[src/rtl/ct_spsram_arb_1024x32.sv]
// ct_spsram_arb_1024x32
// Round-robin arbiter/sequencer sharing one 1024x32 single-port SRAM macro
// between two valid/ready requesters. It turns byte enables into the macro's
// active-low CEN/GWEN/WEN controls. One cycle later it routes the read data
// back to the port that issued the read.
// Optional feature: define SPSRAM_INIT_EN to clear the whole array to zero
// after reset before any request is accepted.
module ct_spsram_arb_1024x32 #(
  parameter int ADDR_WIDTH = 10,
  parameter int DATA_WIDTH = 32,
  parameter int BE_WIDTH   = 4
) (
  input  logic                  forever_cpuclk,
  input  logic                  cpurst_b,
  input  logic                  a_req_vld,
  output logic                  a_req_rdy,
  input  logic                  a_req_wr,
  input  logic [ADDR_WIDTH-1:0] a_req_addr,
  input  logic [DATA_WIDTH-1:0] a_req_wdata,
  input  logic [BE_WIDTH-1:0]   a_req_be,
  output logic                  a_rsp_vld,
  output logic [DATA_WIDTH-1:0] a_rsp_data,
  input  logic                  b_req_vld,
  output logic                  b_req_rdy,
  input  logic                  b_req_wr,
  input  logic [ADDR_WIDTH-1:0] b_req_addr,
  input  logic [DATA_WIDTH-1:0] b_req_wdata,
  input  logic [BE_WIDTH-1:0]   b_req_be,
  output logic                  b_rsp_vld,
  output logic [DATA_WIDTH-1:0] b_rsp_data,
  output logic [ADDR_WIDTH-1:0] sram_a,
  output logic                  sram_cen,
  output logic                  sram_gwen,
  output logic [DATA_WIDTH-1:0] sram_wen,
  output logic [DATA_WIDTH-1:0] sram_d,
  input  logic [DATA_WIDTH-1:0] sram_q,
  output logic                  init_done
);

  localparam logic PORT_A = 1'b0;
  localparam logic PORT_B = 1'b1;

  // Byte enables (active-high) to the macro's active-low per-bit write mask
  function automatic logic [DATA_WIDTH-1:0] be_to_wen(input logic [BE_WIDTH-1:0] be);
    logic [DATA_WIDTH-1:0] wen;
    wen = '1;
    for (int i = 0; i < BE_WIDTH; i++) begin
      wen[8*i +: 8] = {8{~be[i]}};
    end
    return wen;
  endfunction

  logic                  rr_ptr;
  logic                  accept_en;
  logic                  grant_a_p0;
  logic                  grant_b_p0;
  logic                  grant_p0;
  logic                  sel_wr_p0;
  logic [ADDR_WIDTH-1:0] sel_addr_p0;
  logic [DATA_WIDTH-1:0] sel_wdata_p0;
  logic [BE_WIDTH-1:0]   sel_be_p0;
  logic                  rsp_vld_p1;
  logic                  rsp_port_p1;
  logic [ADDR_WIDTH-1:0] hold_a_p1;
  logic [DATA_WIDTH-1:0] hold_d_p1;
  logic                  clr_act;
  logic [ADDR_WIDTH-1:0] clr_addr;

`ifdef SPSRAM_INIT_EN
  typedef enum logic [1:0] {ST_IDLE, ST_CLEAR, ST_DONE} state_t;

  state_t                state;
  state_t                state_nxt;
  logic [ADDR_WIDTH-1:0] clr_cnt;
  logic                  clr_state;

  // Init FSM state register; reset restarts the clear sequence
  always_ff @(posedge forever_cpuclk) begin
    if (!cpurst_b) state <= ST_IDLE;
    else           state <= state_nxt;
  end

  // Clear address counter; wraps back to 0 on the last clear write
  always_ff @(posedge forever_cpuclk) begin
    if (!cpurst_b)              clr_cnt <= '0;
    else if (state == ST_CLEAR) clr_cnt <= clr_cnt + {{(ADDR_WIDTH-1){1'b0}}, 1'b1};
  end

  // Init FSM next-state logic
  always_comb begin
    state_nxt = state;
    case (state)
      ST_IDLE:  state_nxt = ST_CLEAR;
      ST_CLEAR: if (clr_cnt == {ADDR_WIDTH{1'b1}}) state_nxt = ST_DONE;
      ST_DONE:  state_nxt = ST_DONE;
      default:  state_nxt = ST_IDLE;
    endcase
  end

  // Init FSM outputs
  always_comb begin
    init_done = 1'b0;
    clr_state = 1'b0;
    case (state)
      ST_CLEAR: clr_state = 1'b1;
      ST_DONE:  init_done = 1'b1;
      default:  ;
    endcase
  end

  assign clr_act  = clr_state & cpurst_b;
  assign clr_addr = clr_cnt;
`else
  logic init_q;

  // Without clearing, the SRAM is usable from the first cycle after reset
  always_ff @(posedge forever_cpuclk) begin
    if (!cpurst_b) init_q <= 1'b0;
    else           init_q <= 1'b1;
  end

  assign init_done = init_q;
  assign clr_act   = 1'b0;
  assign clr_addr  = '0;
`endif

  // ---- stage p0: arbitration and SRAM command drive ----
  assign accept_en  = cpurst_b & init_done;
  assign grant_a_p0 = accept_en & a_req_vld & (~b_req_vld | (rr_ptr == PORT_A));
  assign grant_b_p0 = accept_en & b_req_vld & (~a_req_vld | (rr_ptr == PORT_B));
  assign grant_p0   = grant_a_p0 | grant_b_p0;
  assign a_req_rdy  = grant_a_p0;
  assign b_req_rdy  = grant_b_p0;

  assign sel_wr_p0    = grant_a_p0 ? a_req_wr    : b_req_wr;
  assign sel_addr_p0  = grant_a_p0 ? a_req_addr  : b_req_addr;
  assign sel_wdata_p0 = grant_a_p0 ? a_req_wdata : b_req_wdata;
  assign sel_be_p0    = grant_a_p0 ? a_req_be    : b_req_be;

  // Round-robin pointer hands priority to the other port after every grant
  always_ff @(posedge forever_cpuclk) begin
    if (!cpurst_b)       rr_ptr <= PORT_A;
    else if (grant_a_p0) rr_ptr <= PORT_B;
    else if (grant_b_p0) rr_ptr <= PORT_A;
  end

  // SRAM pins: clear write, granted command, or idle with address/data held
  always_comb begin
    sram_cen  = 1'b1;
    sram_gwen = 1'b1;
    sram_wen  = '1;
    sram_a    = hold_a_p1;
    sram_d    = hold_d_p1;
    if (clr_act) begin
      sram_cen  = 1'b0;
      sram_gwen = 1'b0;
      sram_wen  = '0;
      sram_a    = clr_addr;
      sram_d    = '0;
    end else if (grant_p0) begin
      sram_cen = 1'b0;
      sram_a   = sel_addr_p0;
      sram_d   = sel_wdata_p0;
      // A write with no byte enabled degrades to a harmless read-type access
      if (sel_wr_p0 && (|sel_be_p0)) begin
        sram_gwen = 1'b0;
        sram_wen  = be_to_wen(sel_be_p0);
      end
    end
  end

  // ---- stage p1: read tag and held SRAM address/data ----
  // Held address/data keep the macro inputs stable while no access is granted
  always_ff @(posedge forever_cpuclk) begin
    hold_a_p1 <= sram_a;
    hold_d_p1 <= sram_d;
  end

  // Read tag {vld,port}; only reads (write flag low) produce a response
  always_ff @(posedge forever_cpuclk) begin
    rsp_port_p1 <= grant_b_p0;
    if (!cpurst_b) rsp_vld_p1 <= 1'b0;
    else           rsp_vld_p1 <= grant_p0 & ~sel_wr_p0;
  end

  // Masked with reset so a read caught by reset never shows a response
  assign a_rsp_vld  = cpurst_b & rsp_vld_p1 & (rsp_port_p1 == PORT_A);
  assign b_rsp_vld  = cpurst_b & rsp_vld_p1 & (rsp_port_p1 == PORT_B);
  assign a_rsp_data = sram_q;
  assign b_rsp_data = sram_q;

endmodule

[config.mk]
export PLATFORM = sky130hd
export DESIGN_NAME = ct_spsram_arb_1024x32
export DESIGN_NICKNAME = d
export VERILOG_FILES = /design/src/rtl/ct_spsram_arb_1024x32.sv
export SDC_FILE = /design/constraint.sdc
export NUM_CORES = 1
export LEC_CHECK = 0
export BUFFER_PORTS_ARGS = -buffer_cell sky130_fd_sc_hd__buf_2
export CAP_MARGIN = 20
export CORE_AREA = 2 2 107 109
export CTS_BUF_LIST = sky130_fd_sc_hd__clkbuf_8
export CTS_CLUSTER_SIZE = 25
export DETAILED_ROUTE_END_ITERATION = 8
export DIE_AREA = 0 0 109 111
export PLACE_DENSITY = 0.72
export SLEW_MARGIN = 15
export SYNTH_ARGS = -nofsm -noshare
export SYNTH_HDL_FRONTEND = slang
export SYNTH_SLANG_ARGS = --single-unit
[constraint.sdc]
create_clock -name forever_cpuclk -period 1.7 [get_ports forever_cpuclk]
set_clock_uncertainty 0.15 [all_clocks]
set_input_delay 0.17 -clock forever_cpuclk [delete_from_list [all_inputs] [get_ports forever_cpuclk]]
set_output_delay 0.17 -clock forever_cpuclk [all_outputs]
set_load 0.005 [all_outputs]
==> results of run 1 <==
==> flip-flops by register name, indices dropped and copies added (netlist names) <==
register,flops
hold_d_p1,32
hold_a_p1,10
init_done,1
rr_ptr,1
rsp_port_p1,1
rsp_vld_p1,1
==> logic make-up after synthesis <==
family                 after synthesis  share of synthesized area (%)
flip-flops                          46                           32.5
AO/OA/AOI/OAI                      101                           21.3
AND/OR/NAND/NOR                    100                           16.1
buffers and inverters              123                           30.1
==> routing by layer <==
| layer | part of all wire, % | up-vias | routed length [um] |
|---|---|---|---|
| met5 | 0 | - | 0 |
| met4 | 2.9 | 0 | 325 |
| met3 | 9.2 | 41 | 1020 |
| met2 | 50 | 181 | 5590 |
| met1 | 38 | 1503 | 4240 |
| li1 | - | 1554 | - |
==> worst reg2reg max path: cells and delay by family, from the launching register on <==
family                 cells  cell delay (ns)
AOI/OAI and AO/OA          2             0.35
buffers and inverters      4             0.57
DFF                        1             0.39
and+or+nand+nor            1             0.11
==> stage by stage <==
| stage | hold slack [ns] | worst slack [ns] | power, mW |
|---|---|---|---|
| 2_1_floorplan | 0.0477 | 0.129 | 1.83 |
| 3_3_place_gp | 0.190 | 0.0451 | 2.09 |
| 3_5_place_dp | 0.190 | 0.00141 | 2.10 |
| 4_1_cts | 0.00151 | -0.259 | 3.00 |
| 5_1_grt | 0.00567 | -0.374 | 3.29 |
| 6_report | -0.00427 | -0.295 | 3.12 |
==> where the power goes <==
part           internal [mW]  switching (mW)  leakage [nW]
clock network          0.286           0.426        0.0493
registers               1.26          0.0501         0.387
logic                  0.595           0.501          1.48
total                   2.14           0.977          1.91
==> Yosys cell counts (all sizes together) <==
cell type	number	share of area (%)
buf	106	28
dfxtp	46	32
nor2	44	5.8
nand3	43	7.6
o21ai	43	7.6
a31oi	42	9.3
clkbuf	15	2.0
a21o	4	1.1
nand4	4	0.88
o211ai	4	1.1
and3	3	0.66
a211oi	2	0.53
a21oi	2	0.35
and2	2	0.44
inv	2	0.26
nand2	2	0.26
o41ai	2	0.62
a21boi	1	0.26
nand2b	1	0.22
nor3	1	0.18
o211a	1	0.62
==> worst paths after layout <==
path,from,endpoint,slack (ns)
worst max-delay path,init_done,sram_a[2],-0.30
worst min register to register,hold_a_p1[9],hold_a_p1[9],0.33
worst min-delay path,a_req_wdata[3],hold_d_p1[3],-0.004
worst max register to register,init_done,hold_d_p1[1],0.03
==> final cells by class <==
class / instances / area [um2]
clock buffer: 5 / 68.8
timing repair buffer: 282 / 2050
multi-input combinational: 202 / 1220
clock inverter: 3 / 17.5
tap: 143 / 179
sequential: 46 / 925
inverter: 2 / 7.51
fill: 1077 / 6600
==> repair_timing <==
action                                  4_1_cts  5_1_grt
resized for setup                            17       23
hold endpoints to repair                     36        0
buffers inserted                              6        9
cloned                                        4        2
endpoints found under the setup margin       76       75
pin swaps                                     3       19
hold buffers                                 64        0
==> flow_summary.json, run 1 <==
{
  "hpwl_mm": 6.27,
  "p_per_area_nw_per_um2": 696,
  "layout_common_cells": "buf_2, dlygate4sd3_1, dfxtp_1",
  "overflow": 0,
  "gp_congestion": 0.774,
  "irDropWorstVdd_mv": 0.320,
  "use_met2_pct": 28.8,
  "ant_nets": 0,
  "slowest_delay_ns": 0.39,
  "grt_pass1_wl_mm": 15.1,
  "slew_headroom_pct": 81.7,
  "via_per_inst": 4.80,
  "min_path_type": "in -> reg",
  "worst_slack_ns": -0.295,
  "ys_warn_count": 0,
  "fmax_mhz": 501,
  "chipWidth_um": 109,
  "critPathMaxFanout": 14,
  "cts_tree": "built",
  "synthCells": 370,
  "dr.first_iter.drc_count": 347,
  "cts_root_buffer": "clkbuf_8",
  "wire_per_inst_um": 16.4,
  "clkLatencyLatePin_ns": 0.31,
  "period_needed_ns": 2.00,
  "nets": 669,
  "hold_violations": 1,
  "die-area_um2": 12100,
  "antenna_cells": 0,
  "crit_chain": "and3_4 -> clkbuf_16 -> nand3_2 -> a31oi_1 -> buf_2",
  "wirelength_mm": 11.2,
  "slowest_stage": "dfxtp_4",
  "grt-busiest-layer": "met2",
  "drive_above_1_share_pct": 46.9,
  "r2r_cells": 7,
  "crit_path_start_kind": "flip-flop",
  "ys_seq_elements": 46,
  "rsz0062_at_grt": "true",
  "cts_buffer_depth": 2,
  "crit_family": "flip-flops",
  "hold_depth": 3,
  "num_vias": 3279,
  "slew_viol_final": 0,
  "worst_pin_slew_ns": 0.272,
  "hold-worst-slack_ns": -0.00427,
  "dieHeight_um": 111,
  "use_met3_pct": 4.59,
  "syn_nets": 500,
  "violations": "negative hold slack, negative setup slack",
  "grt_use_total_pct": 16.0,
  "cts_sinks": 46,
  "clkTransAtPathRegs_ns": 0.10,
  "io_buffers": 178,
  "worst-path-stages": 5,
  "drt_pass1_iterations": 5,
  "fp-row-count": 39,
  "post-route-period-util_pct": 117,
  "grtUsageMet1_pct": 17.4,
  "dp.cells": 590,
  "max-cap-violations": 0,
  "ios": 275,
  "initial_core_util_pct": 25.6,
  "fin_area_um2": 4470,
  "antenna_found_initial": 0,
  "final_common_cell": "buf_2",
  "dpl_cell_area_um2": 3310,
  "grt_max_degree": 31,
  "synthDistinctLibCells": 25,
  "crit_buf_inv": 2,
  "area_growth_pct": 57.7,
  "cts_max_level": 2,
  "cts_inserted_buffers": 5,
  "required_ns": 1.38,
  "syn-cell-area_um2": 2840,
  "crit_type": "reg -> out",
  "synth.avg_cell_area_um2": 7.67,
  "drc": 0,
  "synth-seq-area-share_pct": 32.5,
  "status": "finished with violations",
  "setup_viol": 75,
  "grt_pass1_vias": 2949,
  "worstPathArrival_ns": 1.68,
  "tns_ns": -15.37,
  "final_core_util_pct": 40.4,
  "core-area_um2": 11100,
  "cp-end-kind": "output port",
  "fin_cells": 683,
  "p_leak_nw": 1.91
}
(Power assumes the default switching activity.)
==> run 2, diff against run 1 <==
CORE_AREA = 2 2 106 108   (was 2 2 107 109)
DIE_AREA = 0 0 108 110   (was 0 0 109 111)
HOLD_SLACK_MARGIN = 0.02   (was not set)
PLACE_DENSITY = 0.73   (was 0.72)
clock period = 2.4 ns   (was 1.7 ns; I/O delays follow)
==> flow_summary.json, run 2 (synthesis gave the netlist of run 1 again) <==
{
  "status": "complete, no violations",
  "drive_above_1_share_pct": 44.7,
  "worst_slack_ns": 0.185,
  "largest_reg_flops": 32,
  "drc": 0,
  "cts_inserted_buffers": 5,
  "crit_path_start_kind": "flip-flop",
  "dp.cells": 578,
  "clkLatencyLatePin_ns": 0.30,
  "cts_tree": "built",
  "final_common_cell": "buf_2",
  "via_per_inst": 4.69,
  "dr.first_iter.drc_count": 226,
  "core-area_um2": 10700,
  "required_ns": 2.01,
  "hold_end": "rsp_vld_p1",
  "antenna_found_initial": 0,
  "pre_cts_ws_ns": 0.494,
  "hold_violations": 0,
  "worstPathArrival_ns": 1.82,
  "num_vias": 2753,
  "layout_common_cells": "buf_2, dfxtp_1, nor2_1",
  "ios": 275,
  "cp-end-kind": "output port",
  "min_from": "a_req_wr",
  "cts_sinks": 46,
  "area_growth_pct": 15.5,
  "cts_max_level": 2,
  "post-cts-setup-buffer-count": 0,
  "hpwl_mm": 6.42,
  "fin_cells": 587,
  "setup_viol": 0,
  "cts_root_buffer": "clkbuf_8",
  "grt_max_degree": 40,
  "post-route-period-util_pct": 92.3,
  "top_register": "hold_d_p1",
  "period_needed_ns": 2.21,
  "p_total_mw": 2.03,
  "worst_pin_slew_ns": 0.366,
  "clkTransAtPathRegs_ns": 0.09,
  "r2r_cells": 4,
  "gp_congestion": 0.794,
  "max-cap-violations": 0,
  "slew_headroom_pct": 75.6,
  "slew_viol_final": 0,
  "die-area_um2": 11900,
  "fmax_mhz": 452,
  "p_per_area_nw_per_um2": 619,
  "hold_depth": 2,
  "chipWidth_um": 108,
  "final_core_util_pct": 30.6,
  "ant_nets": 0,
  "dieHeight_um": 110,
  "wire_per_inst_um": 14.2,
  "nets": 576,
  "tns_ns": 0,
  "min_path_type": "in -> reg",
  "fp-row-count": 38,
  "drt_pass1_iterations": 4,
  "critPathMaxFanout": 30,
  "p_leak_nw": 1.42,
  "overflow": 0,
  "crit_type": "reg -> out",
  "grt_pass1_wl_mm": 12.0,
  "startpoint": "init_done",
  "dpl_cell_area_um2": 3150,
  "fin_area_um2": 3280,
  "rsz0062_at_grt": "false",
  "wirelength_mm": 8.34,
  "io_buffers": 178,
  "antenna_cells": 0,
  "worstReg2RegStart": "init_done",
  "cts_buffer_depth": 2,
  "grt_use_total_pct": 13.0,
  "grt_pass1_vias": 2354,
  "top_regs": "hold_d_p1: 32 flops, hold_a_p1: 10 flops",
  "hold-worst-slack_ns": 0.0569,
  "initial_core_util_pct": 26.5,
  "irDropWorstVdd_mv": 0.262,
  "r2r-end": "hold_d_p1[8]",
  "r2r_slack_ns": 0.79
}
## run 2: layout make-up
type	count	area (um2)
timing repair buffer	190	996
inverter	2	7.51
multi-input combinational	201	1060
sequential	46	921
clock inverter	3	43.8
tap	140	175
fill	1176	7420
clock buffer	5	68.8
## run 2: worst max-delay path, stage by stage (launching register included)
cell	delay (ns)
dfxtp_1	0.45
and3_2	0.22
buf_4	0.30
nand3_1	0.12
a31oi_1	0.27
buf_2	0.17
## run 2: worst max path at each step
stage	slack, ns	depth (start not counted)	to
after floorplan	0.76	5	sram_wen[10]
after global placement	0.56	5	sram_d[19]
after detailed placement	0.49	5	sram_d[10]
after CTS	0.14	5	sram_d[10]
after global routing	0.0004	5	sram_d[27]
final	0.19	5	sram_a[2]
## run 2: where the power goes
part / leakage (nW) / internal (mW) / switching (mW) / total, mW
clock: 0.0585 / 0.313 / 0.281 / 0.594
combinational: 0.979 / 0.249 / 0.263 / 0.512
sequential: 0.387 / 0.891 / 0.0329 / 0.924
total: 1.42 / 1.45 / 0.577 / 2.03
## run 2: routing by layer
metal  vias up  part of all wire, %  track usage (%)
li1       1355                    -                -
met1      1195                   38             14.4
met2       180                   48             23.0
met3        23                   12             4.59
met4         0                  1.8             4.58
met5         -                    0                0
## run 2: what timing repair did
action | 4_1_cts | 5_1_grt
endpoints found under the setup margin | 0 | 0
endpoints found under the hold margin | 1 | 0
resized for setup | 0 | 0
hold buffers | 1 | 0
==> run 3, diff against run 2 <==
--- a/config.mk
+++ b/config.mk
@@ -9,9 +9,9 @@
 export CAP_MARGIN = 20
-export CORE_AREA = 2 2 106 108
-export CTS_BUF_LIST = sky130_fd_sc_hd__clkbuf_8
+export CORE_AREA = 2 2 107 109
+export CTS_BUF_LIST = sky130_fd_sc_hd__clkbuf_8 sky130_fd_sc_hd__clkbuf_16
 export CTS_CLUSTER_SIZE = 25
 export DETAILED_ROUTE_END_ITERATION = 8
-export DIE_AREA = 0 0 108 110
+export DIE_AREA = 0 0 109 111
 export HOLD_SLACK_MARGIN = 0.02
-export PLACE_DENSITY = 0.73
+export PLACE_DENSITY = 0.72
 export SLEW_MARGIN = 15
--- a/constraint.sdc
+++ b/constraint.sdc
@@ -4,2 +4,2 @@
 set_output_delay 0.24 -clock forever_cpuclk [all_outputs]
-set_load 0.005 [all_outputs]
+set_load 0.02 [all_outputs]
==> flow_summary.json, run 3 (synthesis gave the netlist of run 1 again) <==
{
  "status": "complete, no violations",
  "antenna_found_initial": 0,
  "cp-end-kind": "output port",
  "fp-row-count": 39,
  "largest_reg_flops": 32,
  "cts_hold_buf": 0,
  "area_growth_pct": 19.1,
  "hpwl_mm": 5.88,
  "dieHeight_um": 111,
  "slowest_stage": "dfxtp_2",
  "period_needed_ns": 2.27,
  "overflow": 0,
  "drive_above_1_share_pct": 45.5,
  "wirelength_mm": 9.00,
  "top_regs": "hold_d_p1: 32 flops, hold_a_p1: 10 flops",
  "antenna_cells": 0,
  "top_register": "hold_d_p1",
  "required_ns": 2.01,
  "crit_path_start_kind": "flip-flop",
  "worst_pin_slew_ns": 0.463,
  "irDropWorstVdd_mv": 0.403,
  "worstPathArrival_ns": 1.88,
  "hold-worst-slack_ns": 0.0600,
  "io_buffers": 178,
  "initial_core_util_pct": 25.6,
  "p_total_mw": 2.32,
  "crit_type": "reg -> out",
  "hold_depth": 2,
  "r2r_cells": 4,
  "nets": 577,
  "post-route-period-util_pct": 94.6,
  "cts_tree": "built",
  "slew_headroom_pct": 69.2,
  "fmax_mhz": 441,
  "cts_inserted_buffers": 5,
  "chipWidth_um": 109,
  "cts_sinks": 46,
  "p_leak_nw": 1.46,
  "core-area_um2": 11100,
  "slew_viol_final": 0,
  "clkTransAtPathRegs_ns": 0.07,
  "crit_buf_inv": 2,
  "via_per_inst": 4.78,
  "clkLatencyLatePin_ns": 0.29,
  "crit_family": "buffers and inverters",
  "p_per_area_nw_per_um2": 686,
  "cts_buffer_depth": 2,
  "layout_common_cells": "buf_2, dfxtp_1, nor2_1",
  "gp_congestion": 0.754,
  "worst-path-stages": 5,
  "hold_violations": 0,
  "crit_chain": "and3_2 -> buf_4 -> nand3_1 -> a31oi_1 -> buf_2",
  "grt_max_degree": 50,
  "cts_root_buffer": "clkbuf_16",
  "rsz0062_at_grt": "false",
  "cts_max_level": 2,
  "num-fill-cells": 1207,
  "dr.first_iter.drc_count": 318,
  "num_vias": 2826,
  "setup_viol": 0,
  "final_common_cell": "buf_2",
  "tns_ns": 0,
  "critPathMaxFanout": 21,
  "drt_pass1_iterations": 4,
  "min_path_type": "in -> reg",
  "drc": 0,
  "grt_pass1_wl_mm": 12.8,
  "grt_pass1_vias": 2449,
  "slowest_delay_ns": 0.47,
  "ant_nets": 0,
  "ios": 275,
  "grt_use_total_pct": 13.7,
  "die-area_um2": 12100,
  "max-cap-violations": 0,
  "wire_per_inst_um": 15.2
}
[run 3: cell count changes in the layout (fill, tap and decap cells not counted), moves of 3 or more]
cell	change
buf_12	+3
buf_4	-4
clkbuf_16	+5
clkbuf_8	-5
[run 3: power by group]
group          internal [mW]  leakage, nW  switching (mW)
Combinational          0.260         1.00           0.437
Clock                  0.383       0.0750           0.309
Sequential             0.892        0.387          0.0356
Total                   1.53         1.46           0.782
[run 3: worst reg2reg max path, cell delays in order (launching register included)]
cell	delay, ns
dfxtp_2	0.47
and3_2	0.24
buf_4	0.26
nand3_1	0.14
a31oi_1	0.26
[run 3: final timing paths]
| path | startpoint | end | slack (ns) |
|---|---|---|---|
| setup / recovery | init_done | sram_a[4] | 0.13 |
| hold / removal | a_req_wr | rsp_vld_p1 | 0.06 |
| setup reg to reg | init_done | hold_a_p1[4] | 0.78 |
| hold reg to reg | hold_d_p1[23] | hold_d_p1[23] | 0.33 |
[run 3: final cells by class]
type	instances	area, um2	area share [%]
Clock buffer	5	125	3.71
Clock inverter	3	17.5	0.519
Inverter	2	7.51	0.222
Multi-Input combinational cell	203	1100	32.5
Sequential cell	46	922	27.3
Tap cell	143	179	5.30
Timing Repair Buffer	189	1030	30.4
[run 3: timing repair]
| action | 4_1_cts | 5_1_grt |
|---|---|---|
| hold endpoints to repair | 0 | 0 |
| setup endpoints to repair | 49 | 64 |
| pin swaps | 1 | 1 |
| cloned | 1 | 1 |
| gates resized for setup | 1 | 2 |
| setup buffers | 3 | 0 |
[run 3: per-stage QoR]
stage | util [%] | instance area [um2] | setup slack, ns | instances
after floorplan | - | 2840 | 0.480 | 370
after global placement | 28.7 | 3180 | 0.340 | 578
after detailed placement | 28.7 | 3180 | 0.265 | 578
after CTS | 30.4 | 3360 | 0.0267 | 590
after global routing | 30.5 | 3380 | 0.0297 | 591
final | 30.5 | 3380 | 0.130 | 591
[run 3: metal layers]
| metal | GRT usage, % | vias up | wire, um |
|---|---|---|---|
| met5 | 0 | - | 0 |
| li1 | - | 1367 | - |
| met3 | 3.76 | 29 | 842 |
| met4 | 5.04 | 0 | 216 |
| met2 | 22.7 | 153 | 4130 |
| met1 | 16.7 | 1277 | 3810 |
